## config.mk

```make
export PLATFORM = sky130hd
export DESIGN_NAME = pf_stride_engine
export DESIGN_NICKNAME = d
export VERILOG_FILES = /design/src/rtl/pf_stride_engine.sv
export SDC_FILE = /design/constraint.sdc
export NUM_CORES = 1
export LEC_CHECK = 0
export CAP_MARGIN = 20
export CORE_AREA = 2 2 201 203
export CTS_BUF_LIST = sky130_fd_sc_hd__clkbuf_4 sky130_fd_sc_hd__clkbuf_8
export CTS_CLUSTER_DIAMETER = 200
export DETAILED_ROUTE_END_ITERATION = 16
export DIE_AREA = 0 0 203 205
export PLACE_DENSITY = 0.83
export SKIP_CTS_REPAIR_TIMING = 1
export SLEW_MARGIN = 20
export SYNTH_ARGS = -nofsm -noshare
export SYNTH_HDL_FRONTEND = slang
export SYNTH_SLANG_ARGS = --single-unit
```

## constraint.sdc

```tcl
create_clock -name clk -period 5.2 [get_ports clk]
set_input_delay 0.52 -clock clk [delete_from_list [all_inputs] [get_ports clk]]
set_output_delay 0.52 -clock clk [all_outputs]
set_load 0.02 [all_outputs]
```

## src/rtl/pf_stride_engine.sv

```systemverilog
// Strided prefetch engine: queues prefetch ops and expands each into a stream of
// line-aligned requests, steered across NPIPES cache pipes per level by line interleave.
module pf_stride_engine #(
    parameter int NPIPES    = 2,
    parameter int ADDR_W    = 48,
    parameter int STRIDE_W  = 16,
    parameter int CNT_W     = 4,
    parameter int LINE_BITS = 6,
    parameter int QDEPTH    = 4
) (
    input  logic                     clk,
    input  logic                     reset,
    input  logic                     flush,
    // Every channel transfers in a cycle where valid=1 and retry=0; a held request keeps valid and address stable.
    input  logic                     op_valid,
    output logic                     op_retry,
    input  logic [ADDR_W-1:0]        op_addr,
    input  logic [STRIDE_W-1:0]      op_stride,
    input  logic [CNT_W-1:0]         op_count,
    input  logic                     op_l2,
    output logic [NPIPES-1:0]        dc_req_valid,
    input  logic [NPIPES-1:0]        dc_req_retry,
    output logic [NPIPES*ADDR_W-1:0] dc_req_addr,
    output logic [NPIPES-1:0]        l2_req_valid,
    input  logic [NPIPES-1:0]        l2_req_retry,
    output logic [NPIPES*ADDR_W-1:0] l2_req_addr,
    output logic [15:0]              stat_issued_dc,
    output logic [15:0]              stat_issued_l2,
    output logic [15:0]              stat_merged,
    output logic [15:0]              stat_dropped,
    output logic                     busy,
    output logic                     dbg_state
);

    localparam int LINE_W = ADDR_W - LINE_BITS;
    localparam int SEL_W  = (NPIPES > 1) ? $clog2(NPIPES) : 1;
    localparam int PTR_W  = $clog2(QDEPTH);
    localparam int OCC_W  = PTR_W + 1;

    typedef enum logic {
        IDLE  = 1'b0,
        ISSUE = 1'b1
    } state_t;

    function automatic logic [15:0] sat_add(input logic [15:0] a, input logic [15:0] b);
        logic [16:0] s;
        s = {1'b0, a} + {1'b0, b};
        return s[16] ? 16'hFFFF : s[15:0];
    endfunction

    // Op queue storage and pointers.
    logic [ADDR_W-1:0]   q_addr_q   [QDEPTH];
    logic [STRIDE_W-1:0] q_stride_q [QDEPTH];
    logic [CNT_W-1:0]    q_count_q  [QDEPTH];
    logic [QDEPTH-1:0]   q_l2_q;
    logic [PTR_W-1:0]    wr_ptr_q;
    logic [PTR_W-1:0]    rd_ptr_q;
    logic [OCC_W-1:0]    occ_q;
    logic                q_empty;
    logic                q_full;
    logic                push;
    logic                pop;
    logic                null_pop;

    // Generator state.
    state_t              state_q;
    logic [ADDR_W-1:0]   cur_q;
    logic [STRIDE_W-1:0] stride_q;
    logic [CNT_W-1:0]    rem_q;
    logic                l2_q;
    logic [LINE_W-1:0]   last_line_q;
    logic                last_vld_q;

    logic [LINE_W-1:0]   cur_line;
    logic [ADDR_W-1:0]   req_line_addr;
    logic [ADDR_W-1:0]   stride_ext;
    logic [SEL_W-1:0]    pipe_sel;
    logic                dup;
    logic                issue_vld;
    logic                fire;
    logic                advance;
    logic                merge_ev;

    logic [15:0]         stat_issued_dc_q;
    logic [15:0]         stat_issued_l2_q;
    logic [15:0]         stat_merged_q;
    logic [15:0]         stat_dropped_q;
    logic [15:0]         drop_inc;

    assign q_empty  = (occ_q == '0);
    assign q_full   = (occ_q == OCC_W'(QDEPTH));
    assign op_retry = q_full | flush | reset;
    assign push     = op_valid & ~op_retry;
    assign pop      = (state_q == IDLE) & ~q_empty & ~flush & ~reset;
    assign null_pop = pop & (q_count_q[rd_ptr_q] == '0);

    always_ff @(posedge clk) begin
        if (reset || flush) begin
            wr_ptr_q <= '0;
            rd_ptr_q <= '0;
            occ_q    <= '0;
        end else begin
            if (push) begin
                wr_ptr_q <= wr_ptr_q + PTR_W'(1);
            end
            if (pop) begin
                rd_ptr_q <= rd_ptr_q + PTR_W'(1);
            end
            case ({push, pop})
                2'b10:   occ_q <= occ_q + OCC_W'(1);
                2'b01:   occ_q <= occ_q - OCC_W'(1);
                default: occ_q <= occ_q;
            endcase
        end
    end

    // Payload storage needs no reset; occupancy alone says what is live.
    always_ff @(posedge clk) begin
        if (push) begin
            q_addr_q[wr_ptr_q]   <= op_addr;
            q_stride_q[wr_ptr_q] <= op_stride;
            q_count_q[wr_ptr_q]  <= op_count;
            q_l2_q[wr_ptr_q]     <= op_l2;
        end
    end

    assign cur_line      = cur_q[ADDR_W-1:LINE_BITS];
    assign req_line_addr = {cur_line, {LINE_BITS{1'b0}}};
    assign stride_ext    = {{(ADDR_W-STRIDE_W){stride_q[STRIDE_W-1]}}, stride_q};
    assign pipe_sel      = (NPIPES > 1) ? cur_line[SEL_W-1:0] : '0;
    assign dup           = last_vld_q & (cur_line == last_line_q);
    assign issue_vld     = (state_q == ISSUE) & ~dup;
    assign merge_ev      = (state_q == ISSUE) & dup & ~flush;

    always_comb begin
        dc_req_valid = '0;
        l2_req_valid = '0;
        dc_req_addr  = '0;
        l2_req_addr  = '0;
        for (int p = 0; p < NPIPES; p++) begin
            if (issue_vld && (pipe_sel == SEL_W'(p))) begin
                if (l2_q) begin
                    l2_req_valid[p]                  = 1'b1;
                    l2_req_addr[p*ADDR_W +: ADDR_W] = req_line_addr;
                end else begin
                    dc_req_valid[p]                  = 1'b1;
                    dc_req_addr[p*ADDR_W +: ADDR_W] = req_line_addr;
                end
            end
        end
    end

    assign fire    = issue_vld & ~(|(dc_req_valid & dc_req_retry)) & ~(|(l2_req_valid & l2_req_retry));
    assign advance = (state_q == ISSUE) & (fire | dup);

    always_ff @(posedge clk) begin
        if (reset) begin
            state_q     <= IDLE;
            cur_q       <= '0;
            stride_q    <= '0;
            rem_q       <= '0;
            l2_q        <= 1'b0;
            last_line_q <= '0;
            last_vld_q  <= 1'b0;
        end else if (flush) begin
            state_q    <= IDLE;
            last_vld_q <= 1'b0;
        end else begin
            case (state_q)
                IDLE: begin
                    if (pop && !null_pop) begin
                        cur_q      <= q_addr_q[rd_ptr_q];
                        stride_q   <= q_stride_q[rd_ptr_q];
                        rem_q      <= q_count_q[rd_ptr_q];
                        l2_q       <= q_l2_q[rd_ptr_q];
                        last_vld_q <= 1'b0;
                        state_q    <= ISSUE;
                    end
                end
                ISSUE: begin
                    if (advance) begin
                        cur_q       <= cur_q + stride_ext;
                        rem_q       <= rem_q - CNT_W'(1);
                        last_line_q <= cur_line;
                        last_vld_q  <= 1'b1;
                        if (rem_q == CNT_W'(1)) begin
                            state_q <= IDLE;
                        end
                    end
                end
                default: state_q <= IDLE;
            endcase
        end
    end

    // A flush drops everything queued plus the op being expanded; pop is blocked then, so no double count.
    assign drop_inc = flush ? (16'(occ_q) + 16'(state_q == ISSUE)) : 16'(null_pop);

    always_ff @(posedge clk) begin
        if (reset) begin
            stat_issued_dc_q <= '0;
            stat_issued_l2_q <= '0;
            stat_merged_q    <= '0;
            stat_dropped_q   <= '0;
        end else begin
            stat_issued_dc_q <= sat_add(stat_issued_dc_q, 16'(fire & ~l2_q));
            stat_issued_l2_q <= sat_add(stat_issued_l2_q, 16'(fire & l2_q));
            stat_merged_q    <= sat_add(stat_merged_q, 16'(merge_ev));
            stat_dropped_q   <= sat_add(stat_dropped_q, drop_inc);
        end
    end

    assign stat_issued_dc = stat_issued_dc_q;
    assign stat_issued_l2 = stat_issued_l2_q;
    assign stat_merged    = stat_merged_q;
    assign stat_dropped   = stat_dropped_q;
    assign busy           = ~q_empty | (state_q == ISSUE);
    assign dbg_state      = state_q;

endmodule
```

Word-level counts from Yosys, hierarchy flattened
Memory sizes are Yosys's and may differ from the RTL's. A register that Yosys moved wholly into a read port is not among the register bits.
Index checks and enable logic that the tools add are counted.
{ "word_totals": {"reg_bits": 172, "mem_bits_rw": 272, "out_inout_bits": 263, "wordCells": 126, "memories": 3} }
{ "mem_list": {"columns": ["name", "depth", "width", "read_ports", "rd_clocked_by_memory_dff", "write_ports", "line", "rtl"], "rows": [
  ["q_addr_q", 4, 48, 1, 1, 1, "52", "logic [ADDR_W-1:0] q_addr_q [QDEPTH];"],
  ["q_stride_q", 4, 16, 1, 1, 1, "53", "logic [STRIDE_W-1:0] q_stride_q [QDEPTH];"],
  ["q_count_q", 4, 4, 1, 1, 1, "54", "logic [CNT_W-1:0] q_count_q [QDEPTH];"]
]} }
{ "op_classes": {"n_addsub": 11, "order_cmp": 3, "n_eq_ne": 7, "mux": 42, "bitwise_logic": 30, "reduce_logical": 16} }
{ "op_table": {"columns": ["cell", "count"], "rows": [
  ["$mux W48", 8],
  ["$pmux W48 S2", 1],
  ["$mux W16", 4],
  ["$add A48 B48 Y48", 1],
  ["$eq A42 B42 Y1", 1],
  ["$add A16 B1 Y17", 2],
  ["$add A16 B16 Y17", 1],
  ["$add A16 B4 Y17", 1],
  ["$and A1 B16 Y16", 1],
  ["$not A1 Y16", 1],
  ["$mux W1", 15],
  ["$and A1 B1 Y1", 13],
  ["$mux W4", 3],
  ["$not A1 Y1", 9],
  ["$reduce_and A3 Y1", 3],
  ["$mux W2", 4],
  ["$pmux W4 S2", 1],
  ["$lt A2 B3 Y1 const B", 2],
  ["$pmux W3 S2", 1],
  ["$reduce_or A2 Y1", 3],
  ["$add A2 B1 Y2 const B", 2],
  ["$add A3 B1 Y4", 1],
  ["$and A2 B2 Y2", 2],
  ["$bwmux W4", 1],
  ["20 further kinds", 28]
]} }

Depth between registers and ports, before layout
Gate-level depths: netlist (run 1).
{ "logic_depth": {"word_depth": 15, "mapped_depth": 18, "depth_no_buf": 16} }

Least setup slack after synthesis (run 1)
Ideal clock, no wire load.
{ "synth_timing": {"path_kind": "input to register", "from": "in reset", "to": "mem q_addr_q[0][0], enable pin", "setup_ns": 0.435, "t_arrival_ns": 2.974, "t_required_ns": 4.765, "setup_slack_ns": 1.791, "path_stages": 4, "n_path_buf": 1, "path_cell_list": "clkbuf_1 -> or2_2 -> a31oi_1 -> and3_1"} }
{ "synth_between": {"elab_chain_cells": 5} }
{ "synth_rtl": {"columns": ["element", "line", "rtl"], "rows": [
  ["from (decl)", "12", "input logic reset,"],
  ["$or A1 B1 Y1", "92", "assign op_retry = q_full | flush | reset;"],
  ["$not A1 Y1", "93", "assign push = op_valid & ~op_retry;"],
  ["$and A1 B1 Y1", "93", null],
  ["$mux W1", "119", "if (push) begin"],
  ["$mux W1 (not written as such)", "120", "q_addr_q[wr_ptr_q] <= op_addr;"],
  ["to (decl)", "52", null]
]} }
No other way between the ends.

Worst setup path in the final report (run 1)
{ "layout_timing": {"from": "reg cur_q[20]", "to": "out l2_req_addr[18]"} }
{ "layout_between": {"elab_chain_cells": 6} }
{ "layout_rtl": {"columns": ["element", "line", "rtl"], "rows": [
  ["from (decl)", "67", "logic [ADDR_W-1:0] cur_q;"],
  ["from (signal assigned)", "172", "cur_q <= q_addr_q[rd_ptr_q];"],
  ["from (signal assigned)", "182", "cur_q <= cur_q + stride_ext;"],
  ["$eq A42 B42 Y1", "131", "assign dup = last_vld_q & (cur_line == last_line_q);"],
  ["$and A1 B1 Y1", "131", null],
  ["$not A1 Y1", "132", "assign issue_vld = (state_q == ISSUE) & ~dup;"],
  ["$and A1 B1 Y1", "132", null],
  ["$logic_and A1 B1 Y1", "141", "if (issue_vld && (pipe_sel == SEL_W'(p))) begin"],
  ["$mux W48", "141", null],
  ["to (decl)", "26", "output logic [NPIPES*ADDR_W-1:0] l2_req_addr,"]
]} }
No other way between the ends.

==> flow_metrics.env, run 1 <==
export IMPL_cts_max_path_buffers=3
export IMPL_dp_hpwl_mm=40.0
export IMPL_syn_area_um2=22300
export IMPL_areaGrowthSynthToFinish_pct=22.6
export IMPL_hold_path_end="l2_q"
export IMPL_grt_max_degree=103
export IMPL_io_buffers=313
export IMPL_antenna_found_initial=7
export IMPL_critical_path_arrival_ps=4270
export IMPL_drc=0
export IMPL_reg2reg_depth=14
export IMPL_drt_first_pass_iters=5
export IMPL_synth_area_leaders="edfxtp_1, dfxtp_1, mux4_2"
export IMPL_power_density_nw_per_um2=264
export IMPL_core_um2=39400
export IMPL_skew_ps=28.2
export IMPL_path_max_fanout=17
export IMPL_regToRegEndpoint="stat_merged[1]"
export IMPL_rsz0062_at_grt="no"
export IMPL_ys_ff_latch=462
export IMPL_synth_edf_count=276
export IMPL_wl_per_cell_um=20.7
export IMPL_path_class="reg2out"
export IMPL_drv_slew=0
export IMPL_hold_viol_final=0
export IMPL_async_reset_ff_frac=0
export IMPL_ioPinCount=340
export IMPL_routabilityCongestion=0.913
export IMPL_clockRootBuffer="clkbuf_8"
export IMPL_avgSynthCellArea_um2=11.9
export IMPL_syn_inst=1881
export IMPL_initial_core_util=0.567
export IMPL_grt_pass1_wl_mm=88.0
export IMPL_leakagePower_uw=0.00975
export IMPL_nNetsFinal=2345
export IMPL_clkLatencyLatePin_ps=640
export IMPL_hold_path_depth=2
export IMPL_yosys_area_top_type="edfxtp_1"
export IMPL_status="finished clean"
export IMPL_worst_pin_slew_ps=1010
export IMPL_hp_class="in2reg"
export IMPL_drt_iter0_drc=1266
export IMPL_cts_tree="done"
export IMPL_fmax_ghz=0.209
export IMPL_ff2ff_setup_slack_ps=1030
export IMPL_drtAntennaViolNets=0
export IMPL_die_y_um=205
export IMPL_clock_sinks=462
export IMPL_drive_gt1_frac=0.113
export IMPL_fin_crit_sh=0.921
export IMPL_synth_top_area_share=0.371
export IMPL_vias=16100
export IMPL_relSlewSlack=0.328
export IMPL_worstHoldStart="reset"
export IMPL_r2r_start="cur_q[18]"
export IMPL_tns_ps=0
export IMPL_endpoint_kind="output pin"
export IMPL_grt_util_all_layers=0.275
export IMPL_synth_warnings=0
export IMPL_synth_cell_types=67
export IMPL_required_ps=4680
export IMPL_cap_violations=0
export IMPL_path_clk_slew_ps=60
export IMPL_synth_yosys_seq_area_share=0.538
export IMPL_wl_mm=57.6
export IMPL_via_per_inst=5.80
export IMPL_grt_pass1_vias=15800
export IMPL_die_w_um=203
export IMPL_ys_dominant_reg_cell="edfxtp_1"
export IMPL_crit_path_start_kind="register"
export IMPL_num_rows=73
export IMPL_n_antenna_cell=0
export IMPL_power_uw=7240
export IMPL_numCtsBuffers=73
export IMPL_die_area_um2=41600
export IMPL_setup_violations=0
export IMPL_grt_overflow_total=0
export IMPL_worst_ir_drop_vdd_v=0.000260
export IMPL_h_tree_depth=3
export IMPL_final_min_clock_period_ps=4790
critical path, stage by stage, from the launching register on:
cell,delay [ps]
dfxtp_1,800
a221oi_1,170
nand4_1,130
nand4b_1,160
or2_2,150
nand3_1,420
nor2_4,700
buf_4,310
and2_1,150
clkdlybuf4s50_1,630
synth_stat cells (52+ instances only):
cell type and n:
mux2i_1 100, a21oi_1 112, clkbuf_1 69, ha_1 66
nand2_1 71, dfxtp_1 186, xor2_1 63, and2_1 160
mux4_2 70, xnor2_1 55, inv_1 52, nor2_1 164
edfxtp_1 276
worst max-delay path by stage:
stage / slack [ps] / endpoint / startpoint / depth (start not counted)
after global placement: 820 / l2_req_addr[18] / cur_q[20] / 9
after CTS: 190 / l2_req_addr[18] / cur_q[20] / 9
after global routing: 240 / l2_req_addr[78] / cur_q[20] / 9
after detailed placement: 860 / l2_req_addr[18] / cur_q[20] / 9
final: 410 / l2_req_addr[18] / cur_q[20] / 9
after floorplan: 1790 / q_addr_q[0][0] / reset / 4
power by group:
part           total [uW]  switching [uW]  internal (uW)
Sequential           3910            13.1           3900
Combinational         229             134           95.2
Clock                3100            1420           1680
Total                7240            1560           5670
per-layer routing:
| metal | share of wire | track usage | vias up |
|---|---|---|---|
| met5 | 0.00099 | 0 | - |
| met4 | 0.032 | 0.111 | 8 |
| met3 | 0.089 | 0.0573 | 119 |
| met2 | 0.48 | 0.457 | 742 |
| met1 | 0.40 | 0.354 | 7778 |
| li1 | - | - | 7479 |
through the flow:
stage / hold WS (ps) / worst slack (ps) / util / cells / area [um^2]
finish: 364 / 412 / 0.695 / 2781 / 27400
global route: 430 / 242 / 0.695 / 2781 / 27400
CTS: 380 / 190 / 0.695 / 2781 / 27400
detailed placement: 491 / 858 / 0.657 / 2649 / 25900
global placement: 479 / 817 / 0.657 / 2649 / 25900
floorplan: 437 / 1790 / - / 1906 / 22400
layout by cell type, fill, tap and decap left out, drive strengths merged, types with 7 or more instances in the layout:
master / count
o21a: 8
a31oi: 17
clkinv: 22
nand2: 71
and3: 20
nor2: 164
ha: 66
mux2i: 100
nor4: 7
clkdlybuf4s50: 312
nor2b: 13
a21oi: 113
a211oi: 42
inv: 56
mux4: 70
conb: 26
clkbuf: 104
a21o: 34
a41oi: 7
a221oi: 7
buf: 31
dfxtp: 186
nand2b: 14
nor3: 33
xor2: 63
nand4: 21
and2: 160
nand3: 34
o21ai: 54
edfxtp: 276
xnor2: 55
o211ai: 7
sequential cells by signal (all words and copies together), names as in the netlist, 16 cells and up, named ones only:
name / cells
q_addr_q: 192
q_stride_q: 64
cur_q: 48
last_line_q: 42
q_count_q: 16
stat_dropped: 16
stat_issued_dc: 16
stat_issued_l2: 16
stat_merged: 16
stride_q: 16
cell families (layout without fill, tap and decap cells):
family                     count (synthesis)  in the layout  synth area share
and+or+nand+nor                          561            561             0.129
DFF                                      462            462             0.538
AOI/OAI and AO/OA                        322            322            0.0929
buffers and inverters                    178            528            0.0388
muxes                                    170            170             0.115
xor gates and xnor gates                 118            118            0.0463
adders and majority gates                 69             69            0.0397
other                                      1             26          0.000168
area by class of cell:
cell class / instances / area (um^2)
Tap cell: 525 / 657
Multi-Input combinational cell: 1266 / 9580
Sequential cell: 462 / 12000
Fill cell: 2762 / 12000
Inverter: 53 / 199
Clock inverter: 28 / 193
Timing Repair Buffer: 343 / 3420
Clock buffer: 104 / 1300
(Power assumes the default switching activity.)
==> inputs of run 2 (changes only) <==
--- a/config.mk
+++ b/config.mk
@@ -5,6 +5,7 @@
 export SDC_FILE = /design/constraint.sdc
 export NUM_CORES = 1
 export LEC_CHECK = 0
+export ABC_AREA = 0
 export CAP_MARGIN = 20
 export CORE_AREA = 2 2 201 203
 export CTS_BUF_LIST = sky130_fd_sc_hd__clkbuf_4 sky130_fd_sc_hd__clkbuf_8
@@ -17,3 +18,4 @@
 export SYNTH_ARGS = -nofsm -noshare
 export SYNTH_HDL_FRONTEND = slang
 export SYNTH_SLANG_ARGS = --single-unit
+export TNS_END_PERCENT = 100
==> results of run 2 <==
Same layout as run 1: the final DEF is identical, and so are final timing and power.
